`config.mk`:
```
export PLATFORM = sky130hd
export DESIGN_NAME = bcd_serial_adder
export DESIGN_NICKNAME = d
export VERILOG_FILES = /design/src/rtl/bcd_serial_adder.sv
export SDC_FILE = /design/constraint.sdc
export NUM_CORES = 1
export LEC_CHECK = 0
export CAP_MARGIN = 15
export CORE_MARGIN = 2
export CORE_UTILIZATION = 53
export CTS_BUF_LIST = sky130_fd_sc_hd__clkbuf_8
export DETAILED_ROUTE_END_ITERATION = 7
export GPL_ROUTABILITY_DRIVEN = 0
export GPL_TIMING_DRIVEN = 0
export PLACE_DENSITY_LB_ADDON = 0.15
export RECOVER_POWER = 50
export SETUP_SLACK_MARGIN = 0.3
export SKIP_CTS_REPAIR_TIMING = 1
export SYNTH_ARGS = -nofsm -noshare
export SYNTH_HDL_FRONTEND = slang
export SYNTH_SLANG_ARGS = --single-unit
```
`constraint.sdc`:
```
create_clock -name clk -period 4.21 [get_ports clk]
set_clock_uncertainty 0.05 [all_clocks]
set_input_delay 1.0525 -clock clk [delete_from_list [all_inputs] [get_ports clk]]
set_output_delay 1.0525 -clock clk [all_outputs]
set_load 0.01 [all_outputs]
```
`src/rtl/bcd_serial_adder.sv`:
```
`timescale 1ns/1ps
// bcd_serial_adder: digit-serial packed-BCD adder/subtractor.
// One BCD digit is processed per clock, least significant digit first.
// Subtraction uses the ten's complement: each B digit is replaced by its
// nine's complement and the initial carry is forced to 1.
//
// Handshake: start is sampled only in IDLE; the capture edge latches the
// operands and mode, busy is high for exactly DIGITS cycles (RUN), then
// done pulses for one cycle (DONE) while sum/cout/err carry the result.
// The result outputs hold until the next capture edge clears them.
module bcd_serial_adder #(
    parameter int DIGITS = 4
) (
    input  logic                clk,
    input  logic                rst_n,
    input  logic                start,
    input  logic [4*DIGITS-1:0] a,
    input  logic [4*DIGITS-1:0] b,
    input  logic                cin,
    input  logic                sub,
    output logic                busy,
    output logic                done,
    output logic [4*DIGITS-1:0] sum,
    output logic                cout,
    output logic                err,
    output logic [1:0]          dbg_state
);

    localparam int W  = 4 * DIGITS;
    localparam int CW = (DIGITS > 1) ? $clog2(DIGITS) : 1;

    typedef enum logic [1:0] {
        IDLE = 2'd0,
        RUN  = 2'd1,
        DONE = 2'd2
    } state_t;

    state_t         state;
    state_t         state_next;

    logic [W-1:0]   a_r;
    logic [W-1:0]   b_r;
    logic           sub_r;
    logic           carry;
    logic [CW-1:0]  cnt;
    logic [W-1:0]   sum_r;
    logic           cout_r;
    logic           err_r;

    logic           last_digit;
    logic [3:0]     a_dig;
    logic [3:0]     b_dig;
    logic [3:0]     b_eff;
    logic [4:0]     s;
    logic [3:0]     digit;
    logic           c_next;
    logic           bad;

    assign last_digit = (cnt == CW'(DIGITS - 1));

    // State register.
    always_ff @(posedge clk or negedge rst_n) begin
        if (!rst_n) begin
            state <= IDLE;
        end else begin
            state <= state_next;
        end
    end

    // Next-state logic: IDLE -> RUN on start, RUN for DIGITS cycles, one DONE cycle.
    always_comb begin
        state_next = state;
        case (state)
            IDLE:    if (start) state_next = RUN;
            RUN:     if (last_digit) state_next = DONE;
            DONE:    state_next = IDLE;
            default: state_next = IDLE;
        endcase
    end

    // Per-digit BCD add with decimal correction on the currently selected digit.
    always_comb begin
        a_dig  = a_r[cnt*4 +: 4];
        b_dig  = b_r[cnt*4 +: 4];
        b_eff  = sub_r ? (4'd9 - b_dig) : b_dig;
        s      = {1'b0, a_dig} + {1'b0, b_eff} + {4'b0000, carry};
        c_next = 1'b0;
        digit  = s[3:0];
        if (s > 5'd9) begin
            digit  = s[3:0] + 4'd6;
            c_next = 1'b1;
        end
    end

    // Flags any non-decimal nibble in the captured operands.
    always_comb begin
        bad = 1'b0;
        for (int i = 0; i < DIGITS; i++) begin
            if (a_r[i*4 +: 4] > 4'd9 || b_r[i*4 +: 4] > 4'd9) bad = 1'b1;
        end
    end

    // Operand capture, digit sweep and result registers.
    always_ff @(posedge clk or negedge rst_n) begin
        if (!rst_n) begin
            a_r    <= '0;
            b_r    <= '0;
            sub_r  <= 1'b0;
            carry  <= 1'b0;
            cnt    <= '0;
            sum_r  <= '0;
            cout_r <= 1'b0;
            err_r  <= 1'b0;
        end else begin
            case (state)
                IDLE: begin
                    if (start) begin
                        a_r    <= a;
                        b_r    <= b;
                        sub_r  <= sub;
                        carry  <= sub ? 1'b1 : cin;
                        cnt    <= '0;
                        sum_r  <= '0;
                        cout_r <= 1'b0;
                        err_r  <= 1'b0;
                    end
                end
                RUN: begin
                    sum_r[cnt*4 +: 4] <= digit;
                    carry             <= c_next;
                    cnt               <= cnt + CW'(1);
                    if (last_digit) begin
                        if (bad) begin
                            sum_r  <= '0;
                            cout_r <= 1'b0;
                            err_r  <= 1'b1;
                        end else begin
                            cout_r <= c_next;
                        end
                    end
                end
                default: begin
                end
            endcase
        end
    end

    assign busy      = (state == RUN);
    assign done      = (state == DONE);
    assign sum       = sum_r;
    assign cout      = cout_r;
    assign err       = err_r;
    assign dbg_state = state;

endmodule

```
==> impl_metrics.env, run 1 <==
export IMPL_grt_setup_unrepaired="no"
export IMPL_synthSimpleGateAreaFrac_pct=6.35
export IMPL_clock_sinks=56
export IMPL_io_pins=59
export IMPL_htreeDepth=2
export IMPL_port_buffers=58
export IMPL_dr_wl_met2_um=2810
export IMPL_critical_path_required_ns=4.34
export IMPL_synth_compound_area_share_pct=12.3
export IMPL_crit_arrival_ns=3.84
export IMPL_grt_max_degree=35
export IMPL_ys_seq_area_share_pct=50.1
export IMPL_clockBufferDepth=2
export IMPL_highest_layer="met4"
export IMPL_clkTransAtPathRegs_ns=0.09
export IMPL_violations="capacitance limit, slew limit"
export IMPL_fmax_mhz=269
export IMPL_drv_slew=35
export IMPL_hold_class="reg2reg"
export IMPL_grt_pass1_vias=2054
export IMPL_dr_pass1_iters=4
export IMPL_maxSlewHeadroom_pct=-19.7
export IMPL_drive_gt1_share_pct=21.3
export IMPL_core_area_um2=5110
export IMPL_crit_path_max_fanout=10
export IMPL_cap_viol_max_count=1
export IMPL_vias=2003
export IMPL_grt_pass1_wl_um=9620
export IMPL_synth_seq_cells=56
export IMPL_period_minus_slack_ns=3.71
export IMPL_track_usage_pct=20.8
export IMPL_hold_violations=0
export IMPL_final_common_cell="clkdlybuf4s50_1"
export IMPL_worst_setup_path_end_kind="flip-flop"
export IMPL_synth_cell_area_um2=2800
export IMPL_wl_met3_um=214
export IMPL_rows=26
export IMPL_synth_top_area_share_pct=50.1
export IMPL_worst_pin_slew_ns=1.80
export IMPL_die_h_um=76.7
export IMPL_dieArea_um2=5880
export IMPL_start_util_pct=54.8
export IMPL_syn_nets=270
export IMPL_syn_area_per_cell_um2=12.7
export IMPL_drc=0
export IMPL_worst_setup_path_type="reg2reg"
export IMPL_antenna_found_initial=0
export IMPL_netlist_instances=220
export IMPL_synth_xor_area_share_pct=1.25
export IMPL_synth_distinct_cells=39
export IMPL_routed_wl_um=5660
export IMPL_outcome="finished, violations left"
export IMPL_yosys_warnings=0
export IMPL_ant_nets=0
export IMPL_numCtsBuffers=5
export IMPL_cts_tree="yes"
export IMPL_syn_to_final_growth_pct=27.6
export IMPL_wl_met1_um=2470
export IMPL_synth_top_family_by_area="multiplexers"
export IMPL_root_buffer="clkbuf_8"
export IMPL_grt_overflow_total=0
export IMPL_final_cell_mix="clkdlybuf4s50_1, dfrtp_1, mux2_2, inv_1, o21ai_0"
export IMPL_synth_adder_area_share_pct=6.35
export IMPL_setup_viol=0
export IMPL_clock_latency_ns=0.31
export IMPL_wire_per_inst_um=15.9
export IMPL_final_nets=336
export IMPL_synth_area_leader_cell="dfrtp_1"
export IMPL_synth_area_leaders="dfrtp_1, mux2_2, mux4_2"
export IMPL_via_per_inst=5.61
export IMPL_startpoint_type="flip-flop"
export IMPL_post_route_period_util_pct=88.2
export IMPL_setup_tns_ns=0
export IMPL_diodes=0
export IMPL_drt_first_iter_violations=92
export IMPL_muxShareOfSynthArea_pct=20.3
export IMPL_dieWidth_um=76.7
export IMPL_place_hpwl_um=4390
[state kept, by name, indices dropped and copies added, names as in the netlist]
signal,count
a_r,16
b_r,16
carry,1
cnt,2
cout,1
dbg_state,2
err,1
sub_r,1
sum,16
[Yosys cell counts (all sizes together)]
| cell | instances |
|---|---|
| xnor2 | 4 |
| a32o | 2 |
| a211oi | 1 |
| clkbuf | 1 |
| nand2b | 1 |
| nor2b | 3 |
| fa | 2 |
| ha | 11 |
| or3 | 1 |
| mux2 | 34 |
| and2 | 2 |
| a21o | 5 |
| a31oi | 2 |
| o211ai | 1 |
| a21oi | 4 |
| nand3 | 1 |
| o2bb2ai | 6 |
| o21ai | 14 |
| o21bai | 2 |
| mux4 | 8 |
| o21ba | 1 |
| nand2 | 7 |
| nand3b | 1 |
| nand4 | 5 |
| nor3 | 1 |
| nor3b | 2 |
| o22ai | 8 |
| nor2 | 8 |
| clkinv | 1 |
| a22oi | 1 |
| and3b | 1 |
| dfrtp | 56 |
| a22o | 1 |
| inv | 17 |
| buf | 5 |
[routing by layer]
layer | global-route usage (%) | vias up
met5 | 0 | -
met4 | 7.45 | 0
met3 | 3.65 | 14
met2 | 34.9 | 50
met1 | 27.4 | 1002
li1 | - | 937
[per-stage QoR]
stage                     instance area, um^2  std cells  hold WS, ns  utilization (%)  worst slack (ns)
final                                    3570        357        0.448             69.9             0.497
after global routing                     3570        357        0.464             69.9             0.302
after CTS                                3570        357        0.450             69.9             0.249
after detailed placement                 3480        349        0.428             68.2             0.292
after global placement                   3470        348        0.423             67.9             0.326
after floorplan                          2800        220        0.417                -             0.754
[path summary, 6_finish.rpt]
path	startpoint	slack, ns	cells after the start	end
min in group asynchronous	rst_n	0.90	1	sum[6]$_DFFE_PN0P_
worst min register to register	sum[11]$_DFFE_PN0P_	0.45	1	sum[11]$_DFFE_PN0P_
worst max register to register	cnt[0]$_DFFE_PN0P_	0.50	13	sum[13]$_DFFE_PN0P_
worst max-delay path	cnt[0]$_DFFE_PN0P_	0.50	13	sum[13]$_DFFE_PN0P_
max in group asynchronous	rst_n	0.85	2	cnt[0]$_DFFE_PN0P_
worst min-delay path	sum[11]$_DFFE_PN0P_	0.45	1	sum[11]$_DFFE_PN0P_
[cell type report]
| cell class | count | area [um^2] |
|---|---|---|
| multi-input cells | 140 | 1310 |
| clock buffers | 6 | 82.6 |
| flip-flops and latches | 56 | 1400 |
| inverters | 18 | 67.6 |
| plain buffers | 6 | 31.3 |
| clock inverters | 2 | 7.51 |
| well taps | 70 | 87.6 |
| repair buffers | 59 | 578 |
| fillers | 408 | 1540 |
[cells by family after synthesis]
logic type	count (synthesis)
XOR/XNOR	4
AND/OR/NAND/NOR	33
AO/OA/AOI/OAI	48
buffers and inverters	24
flip-flops	56
adder cells (fa/ha/maj)	13
multiplexers	42
[worst max-delay path: stages (launching register included)]
cell and delay [ns]:
dfrtp_2 0.48, clkbuf_4 0.28, mux4_2 0.58, inv_1 0.08
ha_1 0.22, nand2_1 0.07, o21ai_0 0.08, ha_1 0.35
xnor2_2 0.18, ha_1 0.25, a22oi_2 0.24, a31oi_4 0.15
xnor2_1 0.41, o22ai_1 0.15
Power of run 1 is left out: the tool's default activity adds up to more than one toggle a clock period on the data nets, which glitch-free logic cannot reach.
==> run 2: changes to the inputs <==
--- a/config.mk
+++ b/config.mk
@@ -6,8 +6,10 @@
 export NUM_CORES = 1
 export LEC_CHECK = 0
 export CAP_MARGIN = 15
+export CELL_PAD_IN_SITES_DETAIL_PLACEMENT = 0
+export CELL_PAD_IN_SITES_GLOBAL_PLACEMENT = 1
 export CORE_MARGIN = 2
-export CORE_UTILIZATION = 53
+export CORE_UTILIZATION = 42
 export CTS_BUF_LIST = sky130_fd_sc_hd__clkbuf_8
 export DETAILED_ROUTE_END_ITERATION = 7
 export GPL_ROUTABILITY_DRIVEN = 0
==> constraint.sdc (replaced) <==
create_clock -name clk -period 4.25 [get_ports clk]
set_clock_uncertainty 0.05 [all_clocks]
set_input_delay 1.0625 -clock clk [delete_from_list [all_inputs] [get_ports clk]]
set_output_delay 1.0625 -clock clk [all_outputs]
set_load 0.01 [all_outputs]
==> run 2 against run 1 <==
The run still ends with capacitance limit, slew limit left. Wire length grew 3.8%. Design area up 0.25%. Non-clock buffer count did not move. Flip-flop and latch count stayed put. Critical path type unchanged. Highest routed layer unchanged.
==> impl_metrics.env, run 2 (same netlist as run 1, synthesis figures left out) <==
export IMPL_syn_to_final_growth_pct=28.0
export IMPL_final_nets=336
export IMPL_grt_overflow_total=0
export IMPL_start_util_pct=43.8
export IMPL_clock_sinks=56
export IMPL_via_per_inst=5.38
export IMPL_clkTransAtPathRegs_ns=0.10
export IMPL_post_route_period_util_pct=86.3
export IMPL_hold_violations=0
export IMPL_grt_pass1_vias=2027
export IMPL_track_usage_pct=17.5
export IMPL_numCtsBuffers=5
export IMPL_placed_area_um2=3490
export IMPL_period_minus_slack_ns=3.67
export IMPL_crit_path_max_fanout=10
export IMPL_worst_pin_slew_ns=1.59
export IMPL_wire_per_inst_um=16.1
export IMPL_grt_max_degree=31
export IMPL_post_place_ws_ns=0.361
export IMPL_drt_first_iter_violations=64
export IMPL_fin_area_um2=3580
export IMPL_antenna_found_initial=0
export IMPL_startpoint_type="flip-flop"
export IMPL_routed_wl_um=5870
export IMPL_setup_tns_ns=0
export IMPL_core_area_um2=6390
export IMPL_hold_class="reg2reg"
export IMPL_worst_setup_path_type="reg2reg"
export IMPL_grt_pass1_wl_um=9960
export IMPL_drive_gt1_share_pct=21.3
export IMPL_final_cell_mix="dfrtp_1, clkdlybuf4s50_1, mux2_2, inv_1, o21ai_0"
export IMPL_rows=29
export IMPL_maxSlewHeadroom_pct=-6.31
export IMPL_clock_latency_ns=0.30
export IMPL_place_hpwl_um=4550
export IMPL_worst_setup_path_end_kind="flip-flop"
export IMPL_violations="capacitance limit, slew limit"
export IMPL_final_cells=364
export IMPL_fmax_mhz=272
export IMPL_critical_path_required_ns=4.37
export IMPL_cts_tree="yes"
export IMPL_dr_pass1_iters=4
export IMPL_worst_slack_ns=0.580
export IMPL_outcome="finished, violations left"
export IMPL_drv_slew=31
export IMPL_drc=0
export IMPL_vias=1958
export IMPL_io_pins=59
export IMPL_clockBufferDepth=2
export IMPL_register_area_um2=1400
export IMPL_port_buffers=58
export IMPL_diodes=0
export IMPL_htreeDepth=2
export IMPL_ant_nets=0
export IMPL_crit_arrival_ns=3.79
export IMPL_multi_input_area_um2=1310
export IMPL_dp_cells=356
export IMPL_dieWidth_um=85.6
export IMPL_root_buffer="clkbuf_8"
export IMPL_dieArea_um2=7330
export IMPL_die_h_um=85.6
export IMPL_grt_setup_unrepaired="no"
export IMPL_cap_viol_max_count=1
export IMPL_setup_viol=0
export IMPL_nFillCells=585
run 2: cell types whose count changed in the layout (fill, tap and decap cells not counted):
cell / previous run / this run
dlygate4sd3_1: 1 / 2
clkdlybuf4s50_1: 56 / 55
run 2: critical path, stage by stage (launching register included):
cell and delay (ns):
dfrtp_2 0.49, clkbuf_4 0.29, mux4_2 0.58, inv_1 0.08
ha_1 0.22, nand2_1 0.06, o21ai_0 0.08, ha_1 0.35
xnor2_2 0.18, ha_1 0.25, a22oi_2 0.24, a31oi_4 0.15
xnor2_1 0.35, o22ai_1 0.15
run 2: path summary, 6_finish.rpt:
| check | start | cells after the start | endpoint | slack (ns) |
|---|---|---|---|---|
| setup / recovery | cnt[0]$_DFFE_PN0P_ | 13 | sum[13]$_DFFE_PN0P_ | 0.58 |
| hold / removal | sum[7]$_DFFE_PN0P_ | 1 | sum[7]$_DFFE_PN0P_ | 0.45 |
| setup reg to reg | cnt[0]$_DFFE_PN0P_ | 13 | sum[13]$_DFFE_PN0P_ | 0.58 |
| hold reg to reg | sum[7]$_DFFE_PN0P_ | 1 | sum[7]$_DFFE_PN0P_ | 0.45 |
| max in group asynchronous | rst_n | 2 | a_r[15]$_DFFE_PN0P_ | 1.02 |
| min in group asynchronous | rst_n | 1 | cnt[0]$_DFFE_PN0P_ | 1.01 |
run 2: area by class of cell:
cell class	instances	share of cell area [%]
buffer	6	0.874
clock buffer	6	2.31
clock inverter	2	0.210
inverter	18	1.89
multi-input combinational	140	36.7
sequential	56	39.2
tap	77	2.69
timing repair buffer	59	16.1
run 2: routing by layer:
| metal | up-vias | track usage (%) | part of all wire [%] |
|---|---|---|---|
| met5 | - | 0 | 0 |
| met4 | 0 | 3.46 | 0.94 |
| met3 | 6 | 3.46 | 3.6 |
| met2 | 35 | 32.0 | 52 |
| met1 | 985 | 21.5 | 43 |
| li1 | 932 | - | - |
run 2: metrics by stage:
| step | hold slack (ns) | util, % |
|---|---|---|
| 4_1_cts | 0.449 | 56.1 |
| 5_1_grt | 0.460 | 56.1 |
| 3_5_place_dp | 0.422 | 54.6 |
| 3_3_place_gp | 0.422 | 54.4 |
| 6_report | 0.445 | 56.1 |
| 2_1_floorplan | 0.417 | - |
Power of run 2 is left out for the same reason.
==> run 3: changes to the inputs <==
--- a/config.mk
+++ b/config.mk
@@ -5,17 +5,16 @@
 export SDC_FILE = /design/constraint.sdc
 export NUM_CORES = 1
 export LEC_CHECK = 0
+export ABC_AREA = 1
 export CAP_MARGIN = 15
-export CELL_PAD_IN_SITES_DETAIL_PLACEMENT = 0
-export CELL_PAD_IN_SITES_GLOBAL_PLACEMENT = 1
 export CORE_MARGIN = 2
-export CORE_UTILIZATION = 42
+export CORE_UTILIZATION = 54
 export CTS_BUF_LIST = sky130_fd_sc_hd__clkbuf_8
 export DETAILED_ROUTE_END_ITERATION = 7
 export GPL_ROUTABILITY_DRIVEN = 0
 export GPL_TIMING_DRIVEN = 0
 export PLACE_DENSITY_LB_ADDON = 0.15
-export RECOVER_POWER = 50
+export RECOVER_POWER = 100
 export SETUP_SLACK_MARGIN = 0.3
 export SKIP_CTS_REPAIR_TIMING = 1
 export SYNTH_ARGS = -nofsm -noshare
==> run 3 against run 2 <==
The run still ends with capacitance limit, slew limit left. Critical path type unchanged. Count of clock-buffer cells in the layout shrank 1. Core utilization grew 13 points. Wire length grew 22%. Synthesized cell count grew 76%. Worst setup slack lost 0.16 ns. Via count grew 42%. Register-to-register slack lost 0.16 ns. Design area grew 5.8%. First-iteration DRC count grew to 3.1 times the previous value.
==> impl_metrics.env, run 3 <==
export IMPL_synth_seq_cells=56
export IMPL_numCtsBuffers=5
export IMPL_hold_violations=0
export IMPL_clockBufferDepth=2
export IMPL_io_pins=59
export IMPL_diodes=0
export IMPL_worst_setup_path_type="reg2reg"
export IMPL_dieWidth_um=78.9
export IMPL_post_route_period_util_pct=90.0
export IMPL_startpoint_type="flip-flop"
export IMPL_antenna_found_initial=0
export IMPL_rows=27
export IMPL_crit_arrival_ns=3.99
export IMPL_grt_setup_unrepaired="no"
export IMPL_syn_nets=438
export IMPL_register_area_um2=1400
export IMPL_holdPathStages=2
export IMPL_reg2reg_from="cnt[0]$_DFFE_PN0P_"
export IMPL_vias=2787
export IMPL_final_common_cell="nand2_1"
export IMPL_cap_viol_max_count=1
export IMPL_crit_path_max_fanout=12
export IMPL_grt_overflow_total=0
export IMPL_drc=0
export IMPL_synth_area_leaders="dfrtp_1, nand2_1, o21ai_0"
export IMPL_routed_wl_um=7190
export IMPL_worst_setup_path_end_kind="flip-flop"
export IMPL_hold_class="reg2reg"
export IMPL_clkTransAtPathRegs_ns=0.11
export IMPL_multi_input_area_um2=1440
export IMPL_grt_pass1_wl_um=11800
export IMPL_synth_edff_count=0
export IMPL_worstReg2RegEnd="sum[7]$_DFFE_PN0P_"
export IMPL_post_synth_top_count_cell="nand2_1"
export IMPL_ant_nets=0
export IMPL_clock_latency_ns=0.32
export IMPL_grt_pass1_vias=2585
export IMPL_rr_worst_depth=17
export IMPL_cts_tree="yes"
export IMPL_min_to="b_r[8]$_DFFE_PN0P_"
export IMPL_start_util_pct=55.3
export IMPL_port_buffers=58
export IMPL_root_buffer="clkbuf_8"
export IMPL_setup_viol=0
export IMPL_final_nets=504
export IMPL_drv_slew=41
export IMPL_final_cell_mix="nand2_1, dfrtp_1, clkdlybuf4s50_1, o21ai_0, inv_1"
export IMPL_critical_path_required_ns=4.41
export IMPL_fmax_mhz=261
export IMPL_ys_seq_area_share_pct=46.3
export IMPL_synth_cell_area_um2=3030
export IMPL_nFillCells=474
export IMPL_cp_startpoint="cnt[0]$_DFFE_PN0P_"
export IMPL_synth_common_cells="nand2_1, dfrtp_1, o21ai_0"
export IMPL_clock_sinks=56
export IMPL_track_usage_pct=24.4
export IMPL_core_area_um2=5470
export IMPL_min_from="b_r[8]$_DFFE_PN0P_"
export IMPL_worst_pin_slew_ns=2.07
export IMPL_yosys_warnings=0
export IMPL_place_hpwl_um=5430
export IMPL_via_per_inst=5.29
export IMPL_netlist_instances=388
export IMPL_die_h_um=78.9
export IMPL_maxSlewHeadroom_pct=-37.8
export IMPL_synth_main_ff_cell="dfrtp_1"
export IMPL_synth_distinct_cells=35
export IMPL_drt_first_iter_violations=198
export IMPL_dieArea_um2=6220
export IMPL_htreeDepth=2
export IMPL_dr_pass1_iters=5
export IMPL_syn_area_per_cell_um2=7.80
export IMPL_synth_area_leader_cell="dfrtp_1"
export IMPL_period_minus_slack_ns=3.83
export IMPL_setup_tns_ns=0
export IMPL_violations="capacitance limit, slew limit"
export IMPL_reg2reg_setup_slack_ns=0.42
export IMPL_wire_per_inst_um=13.6
export IMPL_synthArstFlopShare_pct=100
export IMPL_syn_to_final_growth_pct=25.0
export IMPL_outcome="finished, violations left"
export IMPL_grt_max_degree=41
export IMPL_synth_top_area_share_pct=46.3
export IMPL_drive_gt1_share_pct=5.93
run 3: changes by cell type in the layout (fill, tap and decap cells not counted), moves of 8 or more:
cell and change:
nor2_1 +16, nand3_1 +13, a21oi_1 +8, mux2_2 -33, dlygate4sd3_1 +20, nand2_1 +139
mux4_2 -8, clkdlybuf4s50_1 -20, inv_1 +10, o21ai_0 +22
run 3: stage by stage:
stage	hold WS, ns	std cells	utilization (%)	area [um^2]	worst slack [ns]
2_1_floorplan	0.387	388	-	3030	0.979
3_3_place_gp	0.404	518	67.6	3700	0.354
3_5_place_dp	0.407	519	67.9	3710	0.424
4_1_cts	0.433	527	69.6	3810	0.345
5_1_grt	0.465	527	69.2	3790	0.171
6_report	0.433	527	69.2	3790	0.423
run 3: worst max-delay path, cell delays in order (launching register included):
cell      delay (ns)
dfrtp_1         0.52
inv_1           0.11
buf_2           0.21
buf_2           0.27
nand2_1         0.09
a32o_1          0.25
fa_1            0.40
inv_1           0.10
fa_1            0.45
inv_1           0.11
ha_1            0.20
nand2_1         0.06
a21boi_1        0.13
nand2_2         0.08
nand2_1         0.12
nand2_1         0.09
nand4_1         0.16
o21ai_0         0.32
run 3: worst max path at each step:
stage / depth (start not counted) / endpoint / slack (ns)
after global placement: 1 / sum[15]$_DFFE_PN0P_ / 0.35
after global routing: 22 / sum[13]$_DFFE_PN0P_ / 0.17
after CTS: 19 / sum[15]$_DFFE_PN0P_ / 0.34
after floorplan: 20 / sum[14]$_DFFE_PN0P_ / 0.98
after detailed placement: 19 / sum[15]$_DFFE_PN0P_ / 0.42
final: 17 / sum[7]$_DFFE_PN0P_ / 0.42
run 3: cell type report:
type | instances | area share (%)
plain buffers | 13 | 1.45
clock buffers | 5 | 1.82
clock inverters | 3 | 0.694
inverters | 33 | 3.27
multi-input cells | 286 | 38.1
flip-flops and latches | 56 | 37.0
well taps | 72 | 2.38
repair buffers | 59 | 15.3
run 3: routing by layer:
| layer | wire, um | track usage [%] | share of wire [%] | vias up |
|---|---|---|---|---|
| met1 | 3400 | 35.2 | 47 | 1309 |
| met5 | 0 | 0 | 0 | - |
| met4 | 101 | 6.21 | 1.4 | 0 |
| li1 | - | - | - | 1386 |
| met3 | 398 | 4.32 | 5.5 | 11 |
| met2 | 3290 | 38.5 | 46 | 81 |
run 3: cell families after synthesis:
kind of cell	share of synthesized area, %
and+or+nand+nor	28.3
xor gates and xnor gates	0.579
buffers and inverters	5.87
AOI/OAI and AO/OA	13.1
DFF	46.3
adders and majority gates	5.87
Power of run 3 is left out for the same reason.
